===== config.mk =====
export PLATFORM = sky130hd
export DESIGN_NAME = instr_loader_flat
export DESIGN_NICKNAME = d
export VERILOG_FILES = /design/src/rtl/instr_loader_if.sv /design/src/rtl/instr_loader.sv /design/src/flat_wrapper.sv
export SDC_FILE = /design/constraint.sdc
export NUM_CORES = 1
export LEC_CHECK = 0
export ABC_AREA = 1
export CORE_MARGIN = 2
export CORE_UTILIZATION = 40
export DETAILED_ROUTE_END_ITERATION = 10
export PLACE_DENSITY_LB_ADDON = 0.15
export SETUP_SLACK_MARGIN = 0.1
export SKIP_CTS_REPAIR_TIMING = 1
export SYNTH_ARGS = -nofsm -noshare
export SYNTH_HDL_FRONTEND = slang
export SYNTH_SLANG_ARGS = --single-unit

===== constraint.sdc =====
create_clock -name clk -period 3.8 [get_ports clk]
set_clock_uncertainty 0.15 [all_clocks]
set_input_delay 0.95 -clock clk [delete_from_list [all_inputs] [get_ports clk]]
set_output_delay 0.95 -clock clk [all_outputs]
set_load 0.01 [all_outputs]

===== src/rtl/instr_loader_if.sv =====
// Byte-stream input and imem write/status bundle for the instruction loader.
// master = host/debug side, slave = loader side.
interface instr_loader_if #(
  parameter int ADDR_W = 2
) ();
  logic [7:0]        in_data;
  logic              in_valid;
  logic              in_ready;
  logic              imem_we;
  logic [ADDR_W-1:0] imem_addr;
  logic [15:0]       imem_wdata;
  logic              core_hold;
  logic              busy;
  logic              load_done;
  logic              load_err;

  modport master (
    output in_data, in_valid,
    input  in_ready, imem_we, imem_addr, imem_wdata, core_hold, busy, load_done, load_err
  );

  modport slave (
    input  in_data, in_valid,
    output in_ready, imem_we, imem_addr, imem_wdata, core_hold, busy, load_done, load_err
  );
endinterface


===== src/rtl/instr_loader.sv =====
// Framed byte-stream loader for the core's instruction memory; holds the core until a good checksum.
// Optional mid-frame idle timeout: define INSTR_LOADER_TIMEOUT_EN.
module instr_loader #(
  parameter int         ADDR_W      = 2,
  parameter logic [7:0] SYNC_BYTE   = 8'hA5,
  parameter int         TIMEOUT_CYC = 255
) (
  input  logic           clk,
  input  logic           reset,
  instr_loader_if.slave  bus
);

  localparam int         CNT_W = ADDR_W + 1;
  localparam logic [8:0] DEPTH = 9'(1 << ADDR_W);

  typedef enum logic [2:0] {
    S_IDLE, S_CNT, S_HI, S_LO, S_WR, S_CHK
  } state_t;

  state_t            state, next_state;
  logic              hs;
  logic              set_done, set_err;
  logic              n_bad;
  logic [CNT_W-1:0]  remaining;
  logic [7:0]        hi_byte;
  logic [7:0]        checksum;
  logic              in_ready_q, imem_we_q, core_hold_q, busy_q, load_done_q, load_err_q;
  logic [ADDR_W-1:0] addr_q;
  logic [15:0]       wdata_q;
  logic              timed_out;

  assign hs    = bus.in_valid && in_ready_q;
  assign n_bad = (bus.in_data == 8'h00) || ({1'b0, bus.in_data} > DEPTH);

`ifdef INSTR_LOADER_TIMEOUT_EN
  localparam int TO_W = $clog2(TIMEOUT_CYC + 1);
  logic [TO_W-1:0] idle_cnt;
  logic            waiting;

  // Only frame states that expect a byte count toward the idle limit.
  assign waiting   = (state == S_CNT) || (state == S_HI) || (state == S_LO) || (state == S_CHK);
  assign timed_out = waiting && !bus.in_valid && (idle_cnt == TO_W'(TIMEOUT_CYC - 1));

  always_ff @(posedge clk or posedge reset) begin
    if (reset)                       idle_cnt <= '0;
    else if (waiting && !bus.in_valid) idle_cnt <= idle_cnt + 1'b1;
    else                             idle_cnt <= '0;
  end
`else
  assign timed_out = 1'b0;
`endif

  // NOTE: non-blocking assignment for every flop so all registers update from pre-edge values.
  always_ff @(posedge clk or posedge reset) begin
    if (reset) state <= S_IDLE;
    else       state <= next_state;
  end

  // NOTE: every output of this block gets a default first, otherwise a latch is inferred.
  always_comb begin
    next_state = state;
    set_done   = 1'b0;
    set_err    = 1'b0;
    case (state)
      S_IDLE: if (hs && bus.in_data == SYNC_BYTE) next_state = S_CNT;
      S_CNT: if (hs) begin
        if (n_bad) begin
          next_state = S_IDLE;
          set_err    = 1'b1;
        end else begin
          next_state = S_HI;
        end
      end
      S_HI:  if (hs) next_state = S_LO;
      S_LO:  if (hs) next_state = S_WR;
      S_WR:  next_state = (remaining == CNT_W'(1)) ? S_CHK : S_HI;
      S_CHK: if (hs) begin
        next_state = S_IDLE;
        if (bus.in_data == checksum) set_done = 1'b1;
        else                         set_err  = 1'b1;
      end
      default: next_state = S_IDLE;
    endcase
    if (timed_out) begin
      next_state = S_IDLE;
      set_err    = 1'b1;
      set_done   = 1'b0;
    end
  end

  // Outputs are registered from next_state so they line up with the state they describe.
  always_ff @(posedge clk or posedge reset) begin
    if (reset) begin
      in_ready_q  <= 1'b0;
      imem_we_q   <= 1'b0;
      busy_q      <= 1'b0;
      load_done_q <= 1'b0;
      load_err_q  <= 1'b0;
      core_hold_q <= 1'b1;
      addr_q      <= '0;
      wdata_q     <= '0;
      remaining   <= '0;
      hi_byte     <= '0;
      checksum    <= '0;
    end else begin
      in_ready_q  <= (next_state != S_WR);
      imem_we_q   <= (next_state == S_WR);
      busy_q      <= (next_state != S_IDLE);
      load_done_q <= set_done;
      load_err_q  <= set_err;
      if (set_done) core_hold_q <= 1'b0;
      case (state)
        S_IDLE: if (hs && bus.in_data == SYNC_BYTE) begin
          checksum    <= '0;
          addr_q      <= '0;
          core_hold_q <= 1'b1;
        end
        S_CNT: if (hs) remaining <= CNT_W'(bus.in_data);
        S_HI: if (hs) begin
          hi_byte  <= bus.in_data;
          checksum <= checksum ^ bus.in_data;
        end
        S_LO: if (hs) begin
          wdata_q  <= {hi_byte, bus.in_data};
          checksum <= checksum ^ bus.in_data;
        end
        S_WR: begin
          remaining <= remaining - 1'b1;
          // Last word stays at the top address instead of wrapping to zero.
          if (remaining != CNT_W'(1)) addr_q <= addr_q + 1'b1;
        end
        default: ;
      endcase
    end
  end

  assign bus.in_ready   = in_ready_q;
  assign bus.imem_we    = imem_we_q;
  assign bus.imem_addr  = addr_q;
  assign bus.imem_wdata = wdata_q;
  assign bus.core_hold  = core_hold_q;
  assign bus.busy       = busy_q;
  assign bus.load_done  = load_done_q;
  assign bus.load_err   = load_err_q;

endmodule


===== src/flat_wrapper.sv =====
// flat-port wrapper written by rule: the top's interface ports become plain ports
module instr_loader_flat 
#(
  parameter int         ADDR_W      = 2,
  parameter logic [7:0] SYNC_BYTE   = 8'hA5,
  parameter int         TIMEOUT_CYC = 255
)
  (clk, reset, bus_in_data, bus_in_valid, bus_in_ready, bus_imem_we, bus_imem_addr, bus_imem_wdata, bus_core_hold, bus_busy, bus_load_done, bus_load_err);
  instr_loader_if #(.ADDR_W(ADDR_W)) bus_i ();
  input  logic clk;
  input  logic reset;
  input wire logic [$bits(bus_i.in_data)-1:0] bus_in_data;
  input wire logic [$bits(bus_i.in_valid)-1:0] bus_in_valid;
  output wire logic [$bits(bus_i.in_ready)-1:0] bus_in_ready;
  output wire logic [$bits(bus_i.imem_we)-1:0] bus_imem_we;
  output wire logic [$bits(bus_i.imem_addr)-1:0] bus_imem_addr;
  output wire logic [$bits(bus_i.imem_wdata)-1:0] bus_imem_wdata;
  output wire logic [$bits(bus_i.core_hold)-1:0] bus_core_hold;
  output wire logic [$bits(bus_i.busy)-1:0] bus_busy;
  output wire logic [$bits(bus_i.load_done)-1:0] bus_load_done;
  output wire logic [$bits(bus_i.load_err)-1:0] bus_load_err;
  assign bus_i.in_data = bus_in_data;
  assign bus_i.in_valid = bus_in_valid;
  assign bus_in_ready = bus_i.in_ready;
  assign bus_imem_we = bus_i.imem_we;
  assign bus_imem_addr = bus_i.imem_addr;
  assign bus_imem_wdata = bus_i.imem_wdata;
  assign bus_core_hold = bus_i.core_hold;
  assign bus_busy = bus_i.busy;
  assign bus_load_done = bus_i.load_done;
  assign bus_load_err = bus_i.load_err;
  instr_loader #(.ADDR_W(ADDR_W), .SYNC_BYTE(SYNC_BYTE), .TIMEOUT_CYC(TIMEOUT_CYC)) u_core (.clk(clk), .reset(reset), .bus(bus_i));
endmodule

=== Word level (Yosys, flattened, before mapping) ===
Cells that the tools add are included.

* Add/sub/neg operators: 2
* Order comparisons: 1
* Equality and inequality tests: 15
* Mux-type cells: 27
* Bitwise gates (word level): 1
* Reduce and logical (&&, ||, !) cells: 15

{| class="wikitable"
|+ Operator list
! kind !! number
|-
| $mux 3 || 7
|-
| $pmux 3 s6 || 1
|-
| $mux 8 || 2
|-
| $pmux 8 s2 || 1
|-
| $mux 1 || 10
|-
| $eq 3x3->1 const B || 3
|-
| $eq 8x8->1 || 1
|-
| $eq 8x8->1 const B || 1
|-
| $gt 8x3->1 const B || 1
|-
| $logic_not 8->1 || 1
|-
| $ne 2x1->1 const B || 4
|-
| $xor 8x8->8 || 1
|-
| $eq 3x1->1 const B || 2
|-
| $eq 3x2->1 const B || 2
|-
| $mux 2 || 3
|-
| $pmux 3 s2 || 1
|-
| $reduce_and 2->1 || 3
|-
| $reduce_and 3->1 || 2
|-
| $reduce_bool 2->1 || 3
|-
| $pmux 2 s2 || 1
|-
| $logic_not 3->1 || 1
|-
| $ne 3x1->1 const B || 1
|-
| $ne 3x3->1 const B || 1
|-
| $reduce_bool 3->1 || 1
|-
| other kinds (6) || 7
|}

* Register bits: 46
* Output and inout port bits: 24
* Logic and storage cells: 73

=== Longest topological paths before layout ===
Gate-level depths: netlist of run 1.

* Depth after elaboration: 7
* Depth in mapped cells: 9

=== Worst setup path before layout of run 1 ===
Ideal clock, no wire load.

* Path kind: in2reg
* From: input port bus_in_valid
* To: register u_core.wdata_q[10] (netlist: u_core.bus.imem_wdata[10])
* Setup time: 0.117 ns
* Data arrival time: 1.703 ns
* Data required time: 3.533 ns
* Path slack: 1.830 ns
* Stages on the path: 8
* Path through: nand2_1 > inv_1 > nand2_4 > nor2_8 > inv_4 > buf_6 > nand2_2 > o21ai_2

* Cells in the longest elaborated chain, start to end: 2

{| class="wikitable"
|+ Ends and longest elaborated chain
! item !! RTL line !! text
|-
| from (decl) || flat_wrapper.sv:13 || <nowiki>input wire logic [$bits(bus_i.in_valid)-1:0] bus_in_valid;</nowiki>
|-
| $logic_and 1x1->1 || instr_loader.sv:32 || <nowiki>assign hs = bus.in_valid && in_ready_q;</nowiki>
|-
| $reduce_and 2->1 (no line) || n/a ||
|-
| to (signal assigned) || instr_loader.sv:124 || <nowiki>wdata_q <= {hi_byte, bus.in_data};</nowiki>
|-
| to (decl) || instr_loader.sv:29 || <nowiki>logic [15:0] wdata_q;</nowiki>
|}

Every way passes these cells.
A chain may end at the register's enable or synchronous reset.

=== Final worst setup path of run 1 ===
* From: register u_core.core_hold_q (netlist: u_core.bus.core_hold)
* To: output port bus_core_hold

{| class="wikitable"
|+ RTL lines
! item !! RTL line !! text
|-
| from (decl) || instr_loader.sv:27 || <nowiki>logic in_ready_q, imem_we_q, core_hold_q, busy_q, load_done_q, load_err_q;</nowiki>
|-
| from (signal assigned) || instr_loader.sv:99 || <nowiki>core_hold_q <= 1'b1;</nowiki>
|-
| from (signal assigned) || instr_loader.sv:111 || <nowiki>if (set_done) core_hold_q <= 1'b0;</nowiki>
|-
| from (signal assigned) || instr_loader.sv:116 || <nowiki>core_hold_q <= 1'b1;</nowiki>
|-
| to (decl) || flat_wrapper.sv:18 || <nowiki>output wire logic [$bits(bus_i.core_hold)-1:0] bus_core_hold;</nowiki>
|}

No word-level cell between the ends.

==> results of run 1 <==
-- power by group through the flow --
stage	Clock, mW	Combinational [mW]	Sequential, mW
finish	0.304	0.0840	0.512
floorplan	0	0.0524	0.521
detailed placement	0	0.0851	0.522
global route	0.338	0.0979	0.514
CTS	0.318	0.0855	0.512
global placement	0	0.0835	0.521
-- logic make-up after synthesis --
group,share of synthesized area
AOI/OAI and AO/OA,0.116
xor gates and xnor gates,0.0158
adders and majority gates,0.0113
buffers and inverters,0.0940
DFF,0.518
and+or+nand+nor,0.244
-- routing by layer --
metal	track usage	routed length, um	up-vias
met3	0.0345	218	7
li1	-	-	870
met5	0	0	-
met1	0.222	2180	792
met2	0.262	2040	43
met4	0.0684	87	0
-- Yosys cell counts (4+ instances only) --
master / number
nor3_1: 4
o21ai_0: 20
xor2_1: 4
nand2_2: 5
dfrtp_1: 45
nand2_1: 71
nor2_1: 14
inv_1: 38
nand3_1: 16
buf_6: 5
o21ai_2: 15
-- cell type report --
class / instances / share of cell area
clock buffer: 7 / 0.0321
timing repair buffer: 34 / 0.127
sequential: 46 / 0.429
multi-input combinational: 165 / 0.321
clock inverter: 1 / 0.00186
tap: 72 / 0.0335
inverter: 40 / 0.0568
-- flip-flops by register name (all words and copies together), names as in the netlist --
register               count
u_core.bus.imem_wdata     16
u_core.checksum            8
u_core.hi_byte             8
u_core.remaining           3
u_core.state               3
u_core.bus.imem_addr       2
u_core.bus.busy            1
u_core.bus.core_hold       1
u_core.bus.imem_we         1
u_core.bus.in_ready        1
u_core.bus.load_done       1
u_core.bus.load_err        1
-- path summary, 6_finish.rpt --
kind | start | to | slack [ps] | cells past startpoint
min in group asynchronous | reset | u_core.bus.in_ready | 1030 | 2
min | u_core.bus.imem_wdata[4] | u_core.bus.imem_wdata[4] | 330 | 2
max reg2reg | u_core.state[2] | u_core.bus.busy | 2070 | 7
max in group asynchronous | reset | u_core.checksum[5] | 1890 | 2
min reg2reg | u_core.bus.imem_wdata[4] | u_core.bus.imem_wdata[4] | 330 | 2
max | u_core.bus.core_hold | bus_core_hold | 1330 | 1
==> results.ini, run 1 <==
[sta]
maxSlewViolCount=0
tns_ps=0
finalCriticalPeriod_ps=2470
hold_slack_ps=326
worst_pin_slew_ps=934
setup_viol=0
fin_crit_sh=0.651
max_slew_margin=0.376
fmax_mhz=405
rsz0062_at_grt=no
hold_viol_final=0
setup_ws_ps=1330

[pwr]
power.switching_mw=0.219
switching_share=0.244
vdd_drop_max_mv=0.152
p_leak_nw=1.37
pwr-share-seq=0.569
p_int_mw=0.681
power_frac_comb=0.093
p_clk_frac=0.338
fin_total_pwr_mw=0.901
p_per_area_nw_per_um2=335

[cts]
htreeDepth=2
cts_tree=built
clk_pin_slew_ps=80
clk_latency_ps=300
clock-root-buffer=clkbuf_8
clockBufferDepth=2
cts_made_buffers=5
cts.sink_count=46

[die]
ios=35
dieArea_um2=6170
core_um2=5440
fp.dieW_um=78.6
num_rows=27
die_h_um=78.6
initial_utilization=0.409

[logic_synthesis]
synthCells=256
ys_seq_elements=46
post-synth-top-area-cell=dfrtp_1
synth.area.top_cells=dfrtp_1, nand2_1, inv_1, o21ai_2, o21ai_0
avgSynthCellArea_um2=8.69
synth.net_count=269
ys_seq_area_frac=0.518
synth_top_cell_area_share=0.506
async_flop_share=1.00
synth_edf_count=0
yosys_warnings=0
synthesis.area_um2=2220
synth_cell_types=25
synth_ff_type=dfrtp_1

[worst_setup_path]
crit_family=flip-flops
crit_arrival_ps=1370
cp_num_buf_inv=1
worstSetupPathType=reg -> out
start_kind=flop
max_stage_delay_ps=540
path_cells=clkdlybuf4s50_1
cp_max_fo=2
cp-end-kind=output port
critPathSlowestCell=dfstp_2
required_ps=2700

[finish]
drive_gt1_frac=0.123
final_common_cell=nand2_1
fin_nets=305
stdcell_count=365
multi_input_area_um2=862
regArea_um2=1150
final_cell_area_um2=2690
layout_common_cells=nand2_1, dfrtp_1, inv_1
fillers=542
area_growth_pct=20.9
utilization=0.494
diodes=0

[detailed_routing]
drc_errors=0
ant_nets=0
num_vias=1712
viasPerCell=4.69
drtPass1Iterations=5
routedWlPerCell_um=12.4
drt_iter0_drc=138
totalWireLength_mm=4.53

[global_route]
grt_max_degree=47
overflow=0
grt_pass1_vias=1640
track_usage=0.166
grt_pass1_wl_mm=7.91
antenna_found_initial=0

[placement]
place_congestion=0.809
io_buffer_count=34
pre_cts_ws_ps=1060
place_area_um2=2600
place_hpwl_mm=3.31
dp.cells=357

[hold_path]
hold_path.class=reg -> reg

[outcome]
outcome=completed

[flow_run]
max_cap_violations=0

No activity file was read; power rests on OpenSTA's default activity.
==> run 2, diff against run 1 <==
==> constraint.sdc (replaced) <==
create_clock -name clk -period 2.5 [get_ports clk]
set_clock_uncertainty 0.15 [all_clocks]
set_input_delay 0.625 -clock clk [delete_from_list [all_inputs] [get_ports clk]]
set_output_delay 0.625 -clock clk [all_outputs]
set_load 0.01 [all_outputs]
==> results.ini, run 2 (synthesized netlist as in run 1, its figures left out) <==
[outcome]
outcome=completed

[placement]
place_hpwl_mm=3.30  ; -0.28%
dp.cells=362  ; +1.4%
io_buffer_count=34  ; unchanged
place_congestion=0.852  ; +5.4%

[detailed_routing]
totalWireLength_mm=4.42  ; -2.4%
drtPass1Iterations=4  ; -1
routedWlPerCell_um=11.9  ; -3.7%
drt_iter0_drc=81  ; -41%
num_vias=1697  ; -0.88%
drc_errors=0  ; unchanged
viasPerCell=4.59  ; -2.2%
ant_nets=0  ; unchanged

[finish]
fillers=531  ; -2.0%
multi_input_area_um2=862  ; unchanged
diodes=0  ; unchanged
fin_nets=310  ; +1.6%
layout_common_cells=nand2_1, dfrtp_1, inv_1
largest_register_ffs=16  ; unchanged
area_growth_pct=23.1
drive_gt1_frac=0.141  ; +0.0181
final_common_cell=nand2_1
regArea_um2=1150  ; unchanged
utilization=0.503  ; +0.00897
stdcell_count=370  ; +1.4%

[global_route]
grt_max_degree=37  ; -21%
grt_pass1_vias=1605  ; -2.1%
track_usage=0.160  ; -0.00585
antenna_found_initial=0  ; unchanged
grt_pass1_wl_mm=7.65  ; -3.3%
overflow=0  ; unchanged

[sta]
hold_viol_final=0  ; unchanged
max_slew_margin=0.735  ; +0.358
fin_crit_sh=0.857
hold_slack_ps=324  ; -2.07 ps
tns_ps=0  ; unchanged
finalCriticalPeriod_ps=2140
worst_pin_slew_ps=398  ; -536 ps
fmax_mhz=467
maxSlewViolCount=0  ; unchanged
setup_viol=0  ; unchanged
rsz0062_at_grt=no

[cts]
cts.sink_count=46  ; unchanged
clk_latency_ps=300  ; about the same
clockBufferDepth=2  ; unchanged
clk_pin_slew_ps=80  ; about the same
cts_tree=built
cts_made_buffers=5  ; unchanged
htreeDepth=2  ; unchanged
clock-root-buffer=clkbuf_8

[worst_setup_path]
worstSetupPathType=reg -> out
required_ps=1730  ; -970 ps
critPathSlowestCell=dfstp_2
r2r_slack_ps=820  ; -1250 ps
r2r-end=u_core.bus.imem_wdata[6]
ff2ff_path_depth=6  ; -1
r2r_start=u_core.state[2]
cp_max_fo=2  ; unchanged
cp_num_cells=1  ; unchanged
max_stage_delay_ps=540  ; about the same
cp-end-kind=output port
path_cells=clkdlybuf4s50_1
cp_num_buf_inv=1  ; unchanged
crit_arrival_ps=1370  ; about the same
crit_start=u_core.bus.core_hold
start_kind=flop
crit_path_end=bus_core_hold
crit_family=flip-flops

[pwr]
vdd_drop_max_mv=0.230  ; +52%
p_per_area_nw_per_um2=499  ; +49%
switching_share=0.257  ; +0.0132
pwr-share-seq=0.570  ; about the same
p_leak_nw=1.40  ; +1.8%
power.switching_mw=0.350  ; +60%
p_int_mw=1.01  ; +49%
power_frac_comb=0.098  ; +0.005
p_clk_frac=0.332  ; -0.006
fin_total_pwr_mw=1.37  ; +52%

[die]
ios=35  ; unchanged
core_um2=5440  ; unchanged
die_h_um=78.6  ; unchanged
fp.dieW_um=78.6  ; unchanged
initial_utilization=0.409  ; unchanged
dieArea_um2=6170  ; unchanged
num_rows=27  ; unchanged

[hold_path]
hold_path.class=reg -> reg

[flow_run]
max_cap_violations=0  ; unchanged

-- run 2: worst min path at each step --
stage / slack [ps] / to / startpoint / depth (start not counted)
6_report: 320 / u_core.bus.core_hold / u_core.bus.core_hold / 2
3_5_place_dp: 310 / u_core.bus.core_hold / u_core.bus.core_hold / 2
3_3_place_gp: 310 / u_core.bus.imem_wdata[4] / u_core.bus.imem_wdata[4] / 2
4_1_cts: 330 / u_core.bus.core_hold / u_core.bus.core_hold / 2
2_1_floorplan: 320 / u_core.bus.core_hold / u_core.bus.core_hold / 2
5_1_grt: 360 / u_core.bus.core_hold / u_core.bus.core_hold / 2
-- run 2: per-stage QoR --
stage          area [um^2]  setup slack, ps
2_1_floorplan         2220              639
3_3_place_gp          2650              153
3_5_place_dp          2650              151
4_1_cts               2740              351
5_1_grt               2740              318
6_report              2740              359
-- run 2: power by group through the flow --
stage	combinational (mW)	clock, mW	sequential, mW
floorplan	0.0796	0	0.792
global placement	0.134	0	0.793
detailed placement	0.135	0	0.793
CTS	0.136	0.469	0.779
global route	0.155	0.507	0.782
finish	0.134	0.453	0.778
-- run 2: area by class of cell --
cell class                 count  area share
clock buffer                   5      0.0251
sequential                    46       0.421
tap                           72      0.0329
inverter                      40      0.0558
multi-input combinational    165       0.315
clock inverter                 3     0.00777
timing repair buffer          39       0.143
-- run 2: layer usage --
layer | track usage | wire (um) | vias up
met5 | 0 | 0 | -
met4 | 0.0632 | 70 | 0
met3 | 0.0276 | 150 | 7
met2 | 0.241 | 1990 | 29
met1 | 0.229 | 2200 | 785
li1 | - | - | 876
